## config.mk

```make
export PLATFORM = sky130hd
export DESIGN_NAME = fir_seq_ctrl_flat
export DESIGN_NICKNAME = d
export VERILOG_FILES = /design/src/rtl/fir_seq_ctrl_if.sv /design/src/rtl/fir_seq_ctrl.sv /design/src/flat_wrapper.sv
export SDC_FILE = /design/constraint.sdc
export NUM_CORES = 1
export LEC_CHECK = 0
export ABC_AREA = 1
export CAP_MARGIN = 25
export CORE_AREA = 2 2 86 150
export CTS_CLUSTER_DIAMETER = 200
export DETAILED_ROUTE_END_ITERATION = 8
export DIE_AREA = 0 0 88 152
export GPL_TIMING_DRIVEN = 0
export PLACE_DENSITY = 0.84
export SLEW_MARGIN = 20
export SYNTH_ARGS = -nofsm -noshare
export SYNTH_HDL_FRONTEND = slang
export SYNTH_SLANG_ARGS = --single-unit
```

## constraint.sdc

```tcl
create_clock -name clk -period 2.9 [get_ports clk]
set_input_delay 0.58 -clock clk [delete_from_list [all_inputs] [get_ports clk]]
set_output_delay 0.58 -clock clk [all_outputs]
set_load 0.02 [all_outputs]
```

## src/rtl/fir_seq_ctrl_if.sv

```systemverilog
// Signal bundle between fir_seq_ctrl and the host, input memory, FIR filter and output memory.
interface fir_seq_ctrl_if #(
  parameter int unsigned N_TAP  = 5,
  parameter int unsigned COEF_W = 12,
  parameter int unsigned DIN_W  = 8,
  parameter int unsigned DOUT_W = 22,
  parameter int unsigned ADDR_W = 8
);
  logic                     cfg_we;
  logic [2:0]               cfg_addr;
  logic [COEF_W-1:0]        cfg_data;
  logic                     start;
  logic                     pause;
  logic                     abort;
  logic                     busy;
  logic                     done;
  logic                     mem_rd_en;
  logic [ADDR_W-1:0]        mem_rd_addr;
  logic [DIN_W-1:0]         mem_rd_data;
  logic                     fir_clr;
  logic                     fir_in_valid;
  logic [DIN_W-1:0]         fir_in;
  logic [N_TAP*COEF_W-1:0]  coef_flat;
  logic [DOUT_W-1:0]        fir_out;
  logic                     out_we;
  logic [ADDR_W-1:0]        out_addr;
  logic [DOUT_W-1:0]        out_data;

  modport slave (
    input  cfg_we, cfg_addr, cfg_data, start, pause, abort, mem_rd_data, fir_out,
    output busy, done, mem_rd_en, mem_rd_addr, fir_clr, fir_in_valid, fir_in,
           coef_flat, out_we, out_addr, out_data
  );

  modport master (
    output cfg_we, cfg_addr, cfg_data, start, pause, abort, mem_rd_data, fir_out,
    input  busy, done, mem_rd_en, mem_rd_addr, fir_clr, fir_in_valid, fir_in,
           coef_flat, out_we, out_addr, out_data
  );
endinterface

```

## src/rtl/fir_seq_ctrl.sv

```systemverilog
// Sequencer for the 5-tap FIR: coefficient banks, sample issue from input memory,
// latency tracking and result write-back with start/busy/done/abort handshake.
module fir_seq_ctrl #(
  parameter int unsigned N_TAP    = 5,
  parameter int unsigned COEF_W   = 12,
  parameter int unsigned DIN_W    = 8,
  parameter int unsigned DOUT_W   = 22,
  parameter int unsigned ADDR_W   = 8,
  parameter int unsigned N_SAMPLE = 256,
  parameter int unsigned LAT      = 3
) (
  input  logic           clk,
  input  logic           rstn,
  fir_seq_ctrl_if.slave  bus
);
  localparam int unsigned CNT_W   = ADDR_W + 1;
  localparam int unsigned COEF_FW = N_TAP * COEF_W;
  localparam logic [CNT_W-1:0] LAST = CNT_W'(N_SAMPLE - 1);

  typedef enum logic [1:0] {S_IDLE, S_RUN, S_DRAIN, S_DONE} state_t;

  state_t             r_state;
  state_t             w_state_nxt;
  logic [COEF_W-1:0]  r_shadow [N_TAP];
  logic [COEF_FW-1:0] r_coef;
  logic [COEF_FW-1:0] w_shadow_flat;
  logic [CNT_W-1:0]   r_issue_cnt;
  logic [CNT_W-1:0]   r_wr_cnt;
  logic               r_fiv;
  logic [LAT-1:0]     r_vsr;
  logic               r_fir_clr;
  logic               r_busy;
  logic               r_done;
  logic               w_accept;
  logic               w_issue;
  logic               w_abort;
  logic               w_out_we;
  logic               w_last_wr;

  assign w_out_we  = r_vsr[LAT-1];
  assign w_last_wr = w_out_we && (r_wr_cnt == LAST);

  // State register
  always_ff @(posedge clk or negedge rstn) begin
    if (!rstn) r_state <= S_IDLE;
    else       r_state <= w_state_nxt;
  end

  // Next state and per-cycle strobes
  always_comb begin
    w_state_nxt = r_state;
    w_accept    = 1'b0;
    w_issue     = 1'b0;
    w_abort     = 1'b0;
    case (r_state)
      S_IDLE: begin
        if (bus.start) begin
          w_accept    = 1'b1;
          w_state_nxt = S_RUN;
        end
      end
      S_RUN: begin
        w_issue = ~bus.pause;
        if (bus.abort) begin
          w_abort     = 1'b1;
          w_state_nxt = S_IDLE;
        end else if (w_issue && (r_issue_cnt == LAST)) begin
          w_state_nxt = S_DRAIN;
        end
      end
      S_DRAIN: begin
        if (bus.abort) begin
          w_abort     = 1'b1;
          w_state_nxt = S_IDLE;
        end else if (w_last_wr) begin
          w_state_nxt = S_DONE;
        end
      end
      S_DONE:  w_state_nxt = S_IDLE;
      default: w_state_nxt = S_IDLE;
    endcase
  end

  always_comb begin
    w_shadow_flat = '0;
    for (int i = 0; i < N_TAP; i++) w_shadow_flat[i*COEF_W +: COEF_W] = r_shadow[i];
  end

  // Shadow bank takes writes any time; active bank snapshots it only at start-accept
  always_ff @(posedge clk or negedge rstn) begin
    if (!rstn) begin
      for (int i = 0; i < N_TAP; i++) r_shadow[i] <= '0;
      r_coef <= '0;
    end else begin
      if (bus.cfg_we && (32'(bus.cfg_addr) < N_TAP)) r_shadow[bus.cfg_addr] <= bus.cfg_data;
      if (w_accept) r_coef <= w_shadow_flat;
    end
  end

  // Counters, valid pipeline and registered handshake outputs
  always_ff @(posedge clk or negedge rstn) begin
    if (!rstn) begin
      r_issue_cnt <= '0;
      r_wr_cnt    <= '0;
      r_fiv       <= 1'b0;
      r_vsr       <= '0;
      r_fir_clr   <= 1'b0;
      r_busy      <= 1'b0;
      r_done      <= 1'b0;
    end else begin
      r_fir_clr <= w_accept;
      r_busy    <= (w_state_nxt != S_IDLE);
      r_done    <= (w_state_nxt == S_DONE);
      if (w_accept) begin
        r_issue_cnt <= '0;
        r_wr_cnt    <= '0;
        r_fiv       <= 1'b0;
        r_vsr       <= '0;
      end else if (w_abort) begin
        r_fiv <= 1'b0;
        r_vsr <= '0;
      end else begin
        r_fiv <= w_issue;
        r_vsr <= LAT'({r_vsr, r_fiv});
        if (w_issue)  r_issue_cnt <= r_issue_cnt + CNT_W'(1);
        if (w_out_we) r_wr_cnt    <= r_wr_cnt + CNT_W'(1);
      end
    end
  end

  // Data passes straight through, gated so idle/reset outputs read as zero
  assign bus.busy         = r_busy;
  assign bus.done         = r_done;
  assign bus.mem_rd_en    = w_issue;
  assign bus.mem_rd_addr  = r_issue_cnt[ADDR_W-1:0];
  assign bus.fir_clr      = r_fir_clr;
  assign bus.fir_in_valid = r_fiv;
  assign bus.fir_in       = r_fiv ? bus.mem_rd_data : '0;
  assign bus.coef_flat    = r_coef;
  assign bus.out_we       = w_out_we;
  assign bus.out_addr     = r_wr_cnt[ADDR_W-1:0];
  assign bus.out_data     = w_out_we ? bus.fir_out : '0;
endmodule

```

## src/flat_wrapper.sv

```systemverilog
// flat-port wrapper written by rule: the top's interface ports become plain ports
module fir_seq_ctrl_flat 
#(
  parameter int unsigned N_TAP    = 5,
  parameter int unsigned COEF_W   = 12,
  parameter int unsigned DIN_W    = 8,
  parameter int unsigned DOUT_W   = 22,
  parameter int unsigned ADDR_W   = 8,
  parameter int unsigned N_SAMPLE = 256,
  parameter int unsigned LAT      = 3
)
  (clk, rstn, bus_cfg_we, bus_cfg_addr, bus_cfg_data, bus_start, bus_pause, bus_abort, bus_mem_rd_data, bus_fir_out, bus_busy, bus_done, bus_mem_rd_en, bus_mem_rd_addr, bus_fir_clr, bus_fir_in_valid, bus_fir_in, bus_coef_flat, bus_out_we, bus_out_addr, bus_out_data);
  fir_seq_ctrl_if #(.N_TAP(N_TAP), .COEF_W(COEF_W), .DIN_W(DIN_W), .DOUT_W(DOUT_W), .ADDR_W(ADDR_W)) bus_i ();
  input  logic clk;
  input  logic rstn;
  input wire logic [$bits(bus_i.cfg_we)-1:0] bus_cfg_we;
  input wire logic [$bits(bus_i.cfg_addr)-1:0] bus_cfg_addr;
  input wire logic [$bits(bus_i.cfg_data)-1:0] bus_cfg_data;
  input wire logic [$bits(bus_i.start)-1:0] bus_start;
  input wire logic [$bits(bus_i.pause)-1:0] bus_pause;
  input wire logic [$bits(bus_i.abort)-1:0] bus_abort;
  input wire logic [$bits(bus_i.mem_rd_data)-1:0] bus_mem_rd_data;
  input wire logic [$bits(bus_i.fir_out)-1:0] bus_fir_out;
  output wire logic [$bits(bus_i.busy)-1:0] bus_busy;
  output wire logic [$bits(bus_i.done)-1:0] bus_done;
  output wire logic [$bits(bus_i.mem_rd_en)-1:0] bus_mem_rd_en;
  output wire logic [$bits(bus_i.mem_rd_addr)-1:0] bus_mem_rd_addr;
  output wire logic [$bits(bus_i.fir_clr)-1:0] bus_fir_clr;
  output wire logic [$bits(bus_i.fir_in_valid)-1:0] bus_fir_in_valid;
  output wire logic [$bits(bus_i.fir_in)-1:0] bus_fir_in;
  output wire logic [$bits(bus_i.coef_flat)-1:0] bus_coef_flat;
  output wire logic [$bits(bus_i.out_we)-1:0] bus_out_we;
  output wire logic [$bits(bus_i.out_addr)-1:0] bus_out_addr;
  output wire logic [$bits(bus_i.out_data)-1:0] bus_out_data;
  assign bus_i.cfg_we = bus_cfg_we;
  assign bus_i.cfg_addr = bus_cfg_addr;
  assign bus_i.cfg_data = bus_cfg_data;
  assign bus_i.start = bus_start;
  assign bus_i.pause = bus_pause;
  assign bus_i.abort = bus_abort;
  assign bus_i.mem_rd_data = bus_mem_rd_data;
  assign bus_i.fir_out = bus_fir_out;
  assign bus_busy = bus_i.busy;
  assign bus_done = bus_i.done;
  assign bus_mem_rd_en = bus_i.mem_rd_en;
  assign bus_mem_rd_addr = bus_i.mem_rd_addr;
  assign bus_fir_clr = bus_i.fir_clr;
  assign bus_fir_in_valid = bus_i.fir_in_valid;
  assign bus_fir_in = bus_i.fir_in;
  assign bus_coef_flat = bus_i.coef_flat;
  assign bus_out_we = bus_i.out_we;
  assign bus_out_addr = bus_i.out_addr;
  assign bus_out_data = bus_i.out_data;
  fir_seq_ctrl #(.N_TAP(N_TAP), .COEF_W(COEF_W), .DIN_W(DIN_W), .DOUT_W(DOUT_W), .ADDR_W(ADDR_W), .N_SAMPLE(N_SAMPLE), .LAT(LAT)) u_core (.clk(clk), .rstn(rstn), .bus(bus_i));
endmodule
```

==> results of run 1 <==
-- layer usage --
layer	up-vias	global-route usage (%)	routed length, um
met2	187	44.7	8480
met3	26	4.83	848
met1	2524	27.5	5660
li1	2570	-	-
met4	0	7.40	318
met5	-	0	0
-- cells in the final DEF (no fill, tap or decap), types with 2 or more instances in the layout --
master           instances
nand3_2                  2
inv_2                    2
inv_6                    3
buf_4                   17
clkbuf_1                 2
nor2_1                  26
a21oi_1                  6
clkbuf_16               17
o21ai_1                 30
clkdlybuf4s50_1        161
nor4_1                   2
nand3_1                 15
o21ai_2                 20
bufinv_16                5
o21ai_0                 20
dfrtp_1                147
nand4_1                  3
clkinv_4                 3
nor2_4                   2
nor3_1                   3
nor2_2                   3
nand2_2                  7
buf_2                   17
inv_1                   67
buf_6                    9
nand2_1                305
ha_1                     8
-- per-stage QoR --
stage	util (%)	total power, mW	worst slack, ns	instance area, um^2
finish	72.4	8.35	0.383	8860
global route	72.4	8.78	0.252	8860
CTS	72.4	8.40	0.329	8860
detailed placement	67.1	5.95	0.444	8200
global placement	66.8	5.88	-4.55	8170
floorplan	-	4.52	1.32	6340
-- how the worst max path moves through the flow --
stage / to / slack [ns] / startpoint
2_1_floorplan: bus_out_data[10] / 1.32 / u_core.r_vsr[2]
3_3_place_gp: u_core.r_shadow[15] / -4.55 / rstn
3_5_place_dp: bus_mem_rd_en / 0.44 / bus_pause
4_1_cts: bus_out_data[3] / 0.33 / u_core.r_vsr[2]
5_1_grt: bus_out_data[3] / 0.25 / u_core.r_vsr[2]
6_report: bus_out_data[10] / 0.38 / u_core.r_vsr[2]
-- critical path, cell delays in order (launching register included) --
cell and delay [ns]:
dfrtp_1 0.36, buf_2 0.21, buf_2 0.23, nand2_1 0.07
inv_1 0.06, clkdlybuf4s50_1 0.59
-- layout make-up --
cell class | instances | area share (%)
Multi-Input combinational cell | 458 | 23.4
Clock buffer | 18 | 4.84
Sequential cell | 147 | 41.5
Buffer | 45 | 3.74
Clock inverter | 14 | 2.56
Tap cell | 168 | 2.37
Timing Repair Buffer | 163 | 18.7
Inverter | 69 | 2.92
-- sequential cells by signal, indices dropped and copies added (netlist names) --
| signal | flops |
|---|---|
| u_core.bus.done | 1 |
| u_core.bus.fir_clr | 1 |
| u_core.bus.busy | 1 |
| u_core.r_issue_cnt | 9 |
| u_core.r_vsr | 3 |
| u_core.r_wr_cnt | 9 |
| u_core.r_state | 2 |
| u_core.r_shadow | 60 |
| u_core.bus.coef_flat | 60 |
| u_core.bus.fir_in_valid | 1 |
-- kinds of logic after synthesis --
family                   count (synthesis)
adder cells (fa/ha/maj)                  8
AND/OR/NAND/NOR                        372
flip-flops                             147
AO/OA/AOI/OAI                           78
buffers and inverters                  114
-- power by group through the flow --
stage	Combinational, mW	Sequential (mW)	Clock, mW
global placement	2.81	3.07	0
global route	3.12	3.13	2.53
CTS	2.91	3.05	2.44
detailed placement	2.88	3.07	0
finish	2.87	3.05	2.42
floorplan	0.973	3.55	0
==> out/summary.txt, run 1 <==
Status: finished, final reports clean
Vias in the first global route: 5343
Drt first pass iters: 7
Sequential share of power: 36.6%
CTS tree: built
Die width: 88 um
Tcrit/Tclk final: 86.8%
Post-CTS Setup Inserts: 0
Sw frac: 34.0%
Syn Nets: 778
Post-synthesis mux area share: 0%
Placed cell count: 1050
Adder-cell share of the synthesized area: 1.58%
PortBufs: 162
Core area: 12200 um^2
Worst reg-to-reg setup slack: 1.09 ns
ANT cells: 0
Max-cap violations: 0
GRT Util Overall: 24.3%
Global-route wire length before repair: 25.4 mm
Final hold viol count: 0
Largest cells by area after synthesis: dfrtp_1 (58%), nand2_1 (18%), inv_1 (4.0%)
Layout cells sized above 1: 12.5%
Gate Count Post-Synth: 719
Yosys synthesis warning count: 0
Count leader, synth: nand2_1
Hold Crit Class: in2async
Worst EP arrival: 1.94 ns
Clk_lat worst skew: 0.42 ns
End of the worst register-to-register path: u_core.bus.done
Final HPWL DP: 11.0 mm
Pwr Density: 942 nW/um^2
Most frequent cells after synthesis: nand2_1 (305), dfrtp_1 (147), inv_1 (67)
Synth area leader: dfrtp_1
Main combinational cell family by area after synthesis: simple AND/OR/NAND/NOR gates
Netlist Area Pre-Place: 6340 um^2
Drt total wl: 15.3 mm
Worst-margin pin slew: 0.456 ns
CP endpoint kind: output pin
Clk sinks: 147
Via count: 5307
Post-synthesis compound-gate area fraction: 7.38%
WHS: 0.0655 ns
Area Growth Syn to Fin: 39.8%
Power share of the combinational group: 34.4%
Fillers: 863
Final Slew Violations: 0
FF/Latch Area: 3680 um^2
Main synth FF type: dfrtp_1
CTS clock-pin slew for the worst setup and hold paths: 0.06 ns
Ys async rst share: 100%
Unrepaired setup endpoints after global routing: no
Crit path max fanout: 10
Nets: 960
Post-CTS Resized: 0
Post-synthesis xor/xnor area fraction: 0%
FF-to-FF Start: u_core.r_wr_cnt[0]
Total global routing overflow: 0
I/O pin cnt: 163
Initial antenna violation count: 0
Final setup viols: 0
Largest net degree at the start of global routing: 94
Non-filler cells, final: 1082
Clock Power Share: 29.0%
Netlist cell types: 29
Die area: 13400 um^2
Worst Setup Start Kind: register
Share of Yosys cell area claimed by the top area cell type: 58.0%
DRT iter0 DRCs: 249
Leakage: 4.58 nW
Initial Util: 51.8%
Worst setup path class: reg2out
Worst VDD drop: 664 uV
Die Y: 152 um
P_int: 5.51 mW
Achievable frequency: 397 MHz
Post-layout min period: 2.52 ns
R2R depth: 9
Clock Path Buffers: 2
Slew HR: 69.6%
# H-tree levels: 4
Syn_area_per_cell: 8.82 um^2
Post-synth EDFFs: 0
WP data required: 2.32 ns
Multi-input gate area: 2070 um^2
Residual DRC: 0
Vias per cell: 4.90
Total Neg Setup Slack: 0 ns
Detailed-route wire length per cell: 14.1 um
Root Buffer: clkbuf_16
Simple-gate area share of the yosys netlist: 23.7%
Clock skew: 0.00500 ns
Num CTS Buffers: 17
Register bit count reported by yosys: 147
Post-synthesis sequential area ratio: 58.0%
Sw Pwr: 2.84 mW
Routability cong.: 0.825
CTS Hold Bufs: 0
Row cnt: 54
ANT nets after route: 0
Note: power is estimated with default switching activity, not from simulation.
==> inputs of run 2 (changes only) <==
--- a/config.mk
+++ b/config.mk
@@ -11,7 +11,6 @@
 export CTS_CLUSTER_DIAMETER = 200
 export DETAILED_ROUTE_END_ITERATION = 8
 export DIE_AREA = 0 0 88 152
-export GPL_TIMING_DRIVEN = 0
 export PLACE_DENSITY = 0.84
 export SLEW_MARGIN = 20
 export SYNTH_ARGS = -nofsm -noshare
==> run 2 against run 1 <==
  * Die area did not move
  * Combinational power fell by 3%
  * Clock-buffer cell count fell by 1
  * Register-to-register slack improved by 0.02 ns
  * Cell count fell by 3.5%
  * Utilization fell by 3.2 points
  * Non-clock buffer count fell by 37
  * Final area fell by 4.4%
  * Clock power fell by 16%
  * Via count fell by 4.7%
  * Critical endpoint is now bus_out_data[12]
  * Largest power group unchanged
==> out/summary.txt, run 2 (same netlist as run 1, synthesis figures left out) <==
I/O pin cnt: 163 (unchanged)
Commonest non-fill, non-tap cell in the layout: nand2_1
Vias in the first global route: 4977 (-6.9%)
FF-to-FF Start: u_core.r_issue_cnt[0]
ANT nets after route: 0 (unchanged)
ANT cells: 0 (unchanged)
Final hold viol count: 0 (unchanged)
CP endpoint kind: output pin
Clock Path Buffers: 2 (unchanged)
Pwr Density: 930 nW/um^2 (-1.3%)
Layout cells sized above 1: 9.02% (-3.5 points)
Most frequent cells in the layout: nand2_1 (304), clkdlybuf4s50_1 (161), dfrtp_1 (147), inv_1 (67), o21ai_1 (30)
Clk_lat worst skew: 0.41 ns (about the same)
Leakage: 4.33 nW (-5.4%)
Placed cell areas: 7920 um^2 (-3.4%)
CTS Hold Bufs: 0 (unchanged)
Achievable frequency: 383 MHz (-3.5%)
Total global routing overflow: 0 (unchanged)
Clk sinks: 147 (unchanged)
Post-route cell area: 8470 um^2 (-4.4%)
WP data required: 2.32 ns (about the same)
Root Buffer: clkbuf_16
Tot Pwr: 7.88 mW (-5.6%)
Area Growth Syn to Fin: 33.6%
Residual DRC: 0 (unchanged)
Initial antenna violation count: 0 (unchanged)
Post-CTS Setup Inserts: 0 (unchanged)
Vias per cell: 4.84 (-1.3%)
Die area: 13400 um^2 (unchanged)
Sw Pwr: 2.85 mW (+0.57%)
Drt total wl: 14.7 mm (-3.7%)
Global-route wire length before repair: 24.4 mm (-3.7%)
P_int: 5.02 mW (-8.8%)
Total Neg Setup Slack: 0 ns (unchanged)
Worst reg-to-reg setup slack: 1.11 ns (+0.02 ns)
Clock skew: 0.00641 ns (+0.00142 ns)
Clock Power Share: 25.7% (-3.3 points)
Power share of the combinational group: 35.3% (+0.9 points)
R2R depth: 9 (unchanged)
Detailed-route wire length per cell: 14.1 um (-0.23%)
DRT iter0 DRCs: 274 (+10%)
Crit path max fanout: 24 (+14)
Worst EP arrival: 2.03 ns (+0.09 ns)
Worst setup path class: reg2out
Post-layout min period: 2.61 ns (+0.0917 ns)
Num CTS Buffers: 17 (unchanged)
Final HPWL DP: 10.2 mm (-6.8%)
Unrepaired setup endpoints after global routing: no
Largest net degree at the start of global routing: 61 (-35%)
Core area: 12200 um^2 (unchanged)
Row cnt: 54 (unchanged)
Die Y: 152 um (unchanged)
GRT Util Overall: 23.7% (-0.66 points)
Post-CTS Resized: 0 (unchanged)
Status: finished, final reports clean
Initial Util: 51.8% (unchanged)
# H-tree levels: 4 (unchanged)
Tcrit/Tclk final: 90.0% (+3.2 points)
Final setup viols: 0 (unchanged)
CTS tree: built
Sw frac: 36.2% (+2.2 points)
Via count: 5056 (-4.7%)
Worst Setup Start Kind: register
Nets: 923 (-3.9%)
Worst-margin pin slew: 0.726 ns (+0.269 ns)
Max-cap violations: 0 (unchanged)
End of the worst register-to-register path: u_core.bus.busy
Worst VDD drop: 589 uV (-11%)
Final Slew Violations: 0 (unchanged)
Die width: 88 um (unchanged)
Hold Crit Class: in2async
Sequential share of power: 38.9% (+2.3 points)
Routability cong.: 0.889 (+7.8%)
Slew HR: 51.6% (-18 points)
CTS clock-pin slew for the worst setup and hold paths: 0.06 ns (about the same)
PortBufs: 162 (unchanged)
Drt first pass iters: 5 (-2)
## run 2: per-layer routing
| layer | vias up | track usage [%] | share of wire (%) |
|---|---|---|---|
| met3 | 17 | 4.56 | 5.4 |
| met5 | - | 0 | 0 |
| li1 | 2486 | - | - |
| met4 | 0 | 8.06 | 2.2 |
| met2 | 173 | 41.2 | 53 |
| met1 | 2380 | 28.8 | 39 |
## run 2: through the flow
| step | instances | hold WS (ns) | setup slack [ns] | utilization [%] |
|---|---|---|---|---|
| final | 1044 | 0.141 | 0.291 | 69.3 |
| after global placement | 1013 | 0.448 | 0.477 | 64.8 |
| after floorplan | 719 | 0.284 | 1.32 | - |
| after global routing | 1044 | 0.168 | 0.123 | 69.3 |
| after CTS | 1044 | 0.158 | 0.233 | 69.3 |
| after detailed placement | 1013 | 0.454 | 0.473 | 64.8 |
## run 2: cell type report
cell class              count  area [um^2]
clock buffers              17          425
inverters                  69          259
repair buffers            171         1700
fillers                   942         3760
multi-input cells         458         2070
clock inverters            14          121
well taps                 168          210
flip-flops and latches    147         3680
## run 2: worst max-delay path by stage
stage | from | to
after detailed placement | bus_pause | bus_mem_rd_en
after global routing | u_core.r_vsr[2] | bus_out_data[0]
after global placement | bus_pause | bus_mem_rd_en
after floorplan | u_core.r_vsr[2] | bus_out_data[10]
after CTS | u_core.r_vsr[2] | bus_out_data[12]
final | u_core.r_vsr[2] | bus_out_data[12]
## run 2: critical path, stage by stage, from the launching register on
cell and delay, ns:
dfrtp_1 0.81, nand2_1 0.12, inv_1 0.08, clkdlybuf4s50_1 0.61
## run 2: power groups by stage
| stage | Clock (mW) | Sequential (mW) | Combinational (mW) |
|---|---|---|---|
| after floorplan | 0 | 3.55 | 0.973 |
| after global placement | 0 | 3.07 | 2.73 |
| after detailed placement | 0 | 3.08 | 2.80 |
| after CTS | 2.06 | 3.07 | 2.82 |
| after global routing | 2.15 | 3.15 | 3.03 |
| final | 2.03 | 3.07 | 2.78 |
==> inputs of run 3 (changes only) <==
--- a/config.mk
+++ b/config.mk
@@ -8,6 +8,7 @@
 export ABC_AREA = 1
 export CAP_MARGIN = 25
 export CORE_AREA = 2 2 86 150
+export CTS_BUF_LIST = sky130_fd_sc_hd__clkbuf_16
 export CTS_CLUSTER_DIAMETER = 200
 export DETAILED_ROUTE_END_ITERATION = 8
 export DIE_AREA = 0 0 88 152
==> constraint.sdc (replaced) <==
create_clock -name clk -period 2.9 [get_ports clk]
set_input_delay 0.58 -clock clk [delete_from_list [all_inputs] [get_ports clk]]
set_output_delay 0.58 -clock clk [all_outputs]
set_load 0.05 [all_outputs]
==> run 3 against run 2 <==
  * Wire length fell by 0.44%
  * Non-clock buffer count did not move
  * Utilization rose by 0.44 points
  * Die area did not move
  * Clock skew rose by 0.0026 ns
  * Worst setup slack improved by 0.077 ns
  * Register-to-register slack improved by 0.08 ns
  * Hold slack improved by 0.0027 ns
==> out/summary.txt, run 3 (same netlist as run 1, synthesis figures left out) <==
CTS Hold Bufs: 0 (unchanged)
Placed cell count: 1013 (unchanged)
I/O pin cnt: 163 (unchanged)
Status: finished, final reports clean
GRT Util Overall: 22.8% (-0.90 points)
Max-cap violations: 0 (unchanged)
Final setup viols: 0 (unchanged)
Initial antenna violation count: 0 (unchanged)
Area Growth Syn to Fin: 34.5%
Vias per cell: 4.84 (about the same)
FF/Latch Area: 3680 um^2 (unchanged)
Final Slew Violations: 0 (unchanged)
Slew HR: 59.8% (+8.2 points)
Detailed-route wire length per cell: 14.0 um (-0.54%)
Post-CTS Setup Inserts: 0 (unchanged)
# H-tree levels: 4 (unchanged)
Global-route wire length before repair: 23.5 mm (-4.0%)
Core area: 12200 um^2 (unchanged)
Final hold viol count: 0 (unchanged)
Worst VDD drop: 785 uV (+33%)
Met2 WL: 7.70 mm (-1.8%)
Row cnt: 54 (unchanged)
Clock Power Share: 23.7% (-2.0 points)
Fillers: 929 (-1.4%)
ANT cells: 0 (unchanged)
Worst Setup Start Kind: register
FF-to-FF Start: u_core.r_wr_cnt[0]
DRT iter0 DRCs: 245 (-11%)
Residual DRC: 0 (unchanged)
Layout cells sized above 1: 9.12% (+0.10 points)
PortBufs: 162 (unchanged)
Tcrit/Tclk final: 87.3% (-2.7 points)
CP endpoint kind: output pin
Final HPWL DP: 10.2 mm (-0.71%)
Root Buffer: clkbuf_16
CTS tree: built
Max layer used: met4
Post-CTS Resized: 0 (unchanged)
Power share of the combinational group: 42.7% (+7.4 points)
Commonest non-fill, non-tap cell in the layout: nand2_1
Drt first pass iters: 4 (-1)
Critical Path Source: u_core.r_vsr[2]
Die area: 13400 um^2 (unchanged)
Pwr Density: 1070 nW/um^2 (+15%)
Sw frac: 43.8% (+7.6 points)
Worst reg-to-reg setup slack: 1.19 ns (+0.08 ns)
Num CTS Buffers: 17 (unchanged)
Multi-input gate area: 2070 um^2 (unchanged)
Initial Util: 51.8% (unchanged)
Nets: 923 (unchanged)
Non-filler cells, final: 1045 (+0.096%)
Via count: 5059 (+0.059%)
CTS clock-pin slew for the worst setup and hold paths: 0.06 ns (about the same)
Crit path max fanout: 26 (+8.3%)
Largest net degree at the start of global routing: 66 (+8.2%)
Vias in the first global route: 4837 (-2.8%)
Met3 wire len: 805 um (+1.4%)
Hold Crit Class: in2async
Total Neg Setup Slack: 0 ns (unchanged)
Unrepaired setup endpoints after global routing: no
Leakage: 4.37 nW (+0.95%)
WP data required: 2.32 ns (about the same)
Worst EP arrival: 1.95 ns (-0.08 ns)
Total global routing overflow: 0 (unchanged)
Clock Path Buffers: 2 (unchanged)
Post-layout min period: 2.53 ns (-0.0772 ns)
Die width: 88 um (unchanged)
Clk sinks: 147 (unchanged)
ANT nets after route: 0 (unchanged)
P_int: 5.13 mW (+2.0%)
Routability cong.: 0.831 (-6.6%)
Worst-margin pin slew: 0.603 ns (-0.122 ns)
Worst setup path class: reg2out
WL met1: 5.79 mm (+0.31%)
Sw Pwr: 4.00 mW (+40%)
Achievable frequency: 395 MHz (+3.0%)
Sequential share of power: 33.6% (-5.3 points)
Die Y: 152 um (unchanged)
Most frequent cells in the layout: nand2_1 (304), clkdlybuf4s50_1 (160), dfrtp_1 (147), inv_1 (68), o21ai_1 (30)
Clk_lat worst skew: 0.41 ns (about the same)
Drt total wl: 14.7 mm (-0.44%)
Clock skew: 0.00902 ns (+0.00261 ns)
==> run 3: cell count changes in the layout (fill, tap and decap cells not counted), sizes merged <==
cell	delta
buf	+1
clkinv	+2
clkdlybuf4s50	-1
inv	+2
clkinvlp	-4
bufinv	+1
==> run 3: critical path, stage by stage, from the launching register on <==
cell,delay (ns)
dfrtp_1,0.32
buf_4,0.27
nand2_1,0.08
inv_1,0.06
clkdlybuf4s50_1,0.80
==> run 3: power groups by stage <==
stage | clock [mW] | combinational [mW] | sequential, mW
2_1_floorplan | 0 | 1.08 | 4.55
4_1_cts | 2.19 | 3.94 | 3.07
3_5_place_dp | 0 | 3.92 | 3.09
3_3_place_gp | 0 | 3.86 | 3.08
6_report | 2.16 | 3.90 | 3.07
5_1_grt | 2.29 | 4.14 | 3.14
==> run 3: worst paths after layout <==
path	to	cells after the start
setup / recovery	bus_out_data[19]	4
hold / removal	u_core.r_issue_cnt[4]	1
setup reg to reg	u_core.bus.done	9
hold reg to reg	u_core.bus.coef_flat[5]	2
max in group asynchronous	u_core.bus.coef_flat[42]	2
min in group clk	u_core.bus.coef_flat[5]	2
==> run 3: area by class of cell <==
type	instances	share of cell area (%)
Inverter	69	3.04
Sequential cell	147	43.2
Tap cell	168	2.47
Multi-Input combinational cell	458	24.3
Clock inverter	15	1.94
Timing Repair Buffer	171	20.1
Clock buffer	17	4.99
==> run 3: stage by stage <==
step / cell area, um^2 / power (mW) / worst slack, ns / utilization [%] / hold WS [ns]
finish: 8520 / 9.13 / 0.368 / 69.7 / 0.144
global route: 8520 / 9.56 / 0.253 / 69.7 / 0.175
CTS: 8520 / 9.20 / 0.342 / 69.7 / 0.164
detailed placement: 7930 / 7.01 / 0.369 / 64.9 / 0.453
global placement: 7930 / 6.94 / 0.382 / 64.9 / 0.450
floorplan: 6340 / 5.63 / 0.922 / - / 0.284
==> run 3: layer usage <==
metal / vias to the layer above / track usage, %
met3: 23 / 4.67
met1: 2375 / 27.2
met2: 170 / 39.4
li1: 2491 / -
met5: - / 0
met4: 0 / 8.79
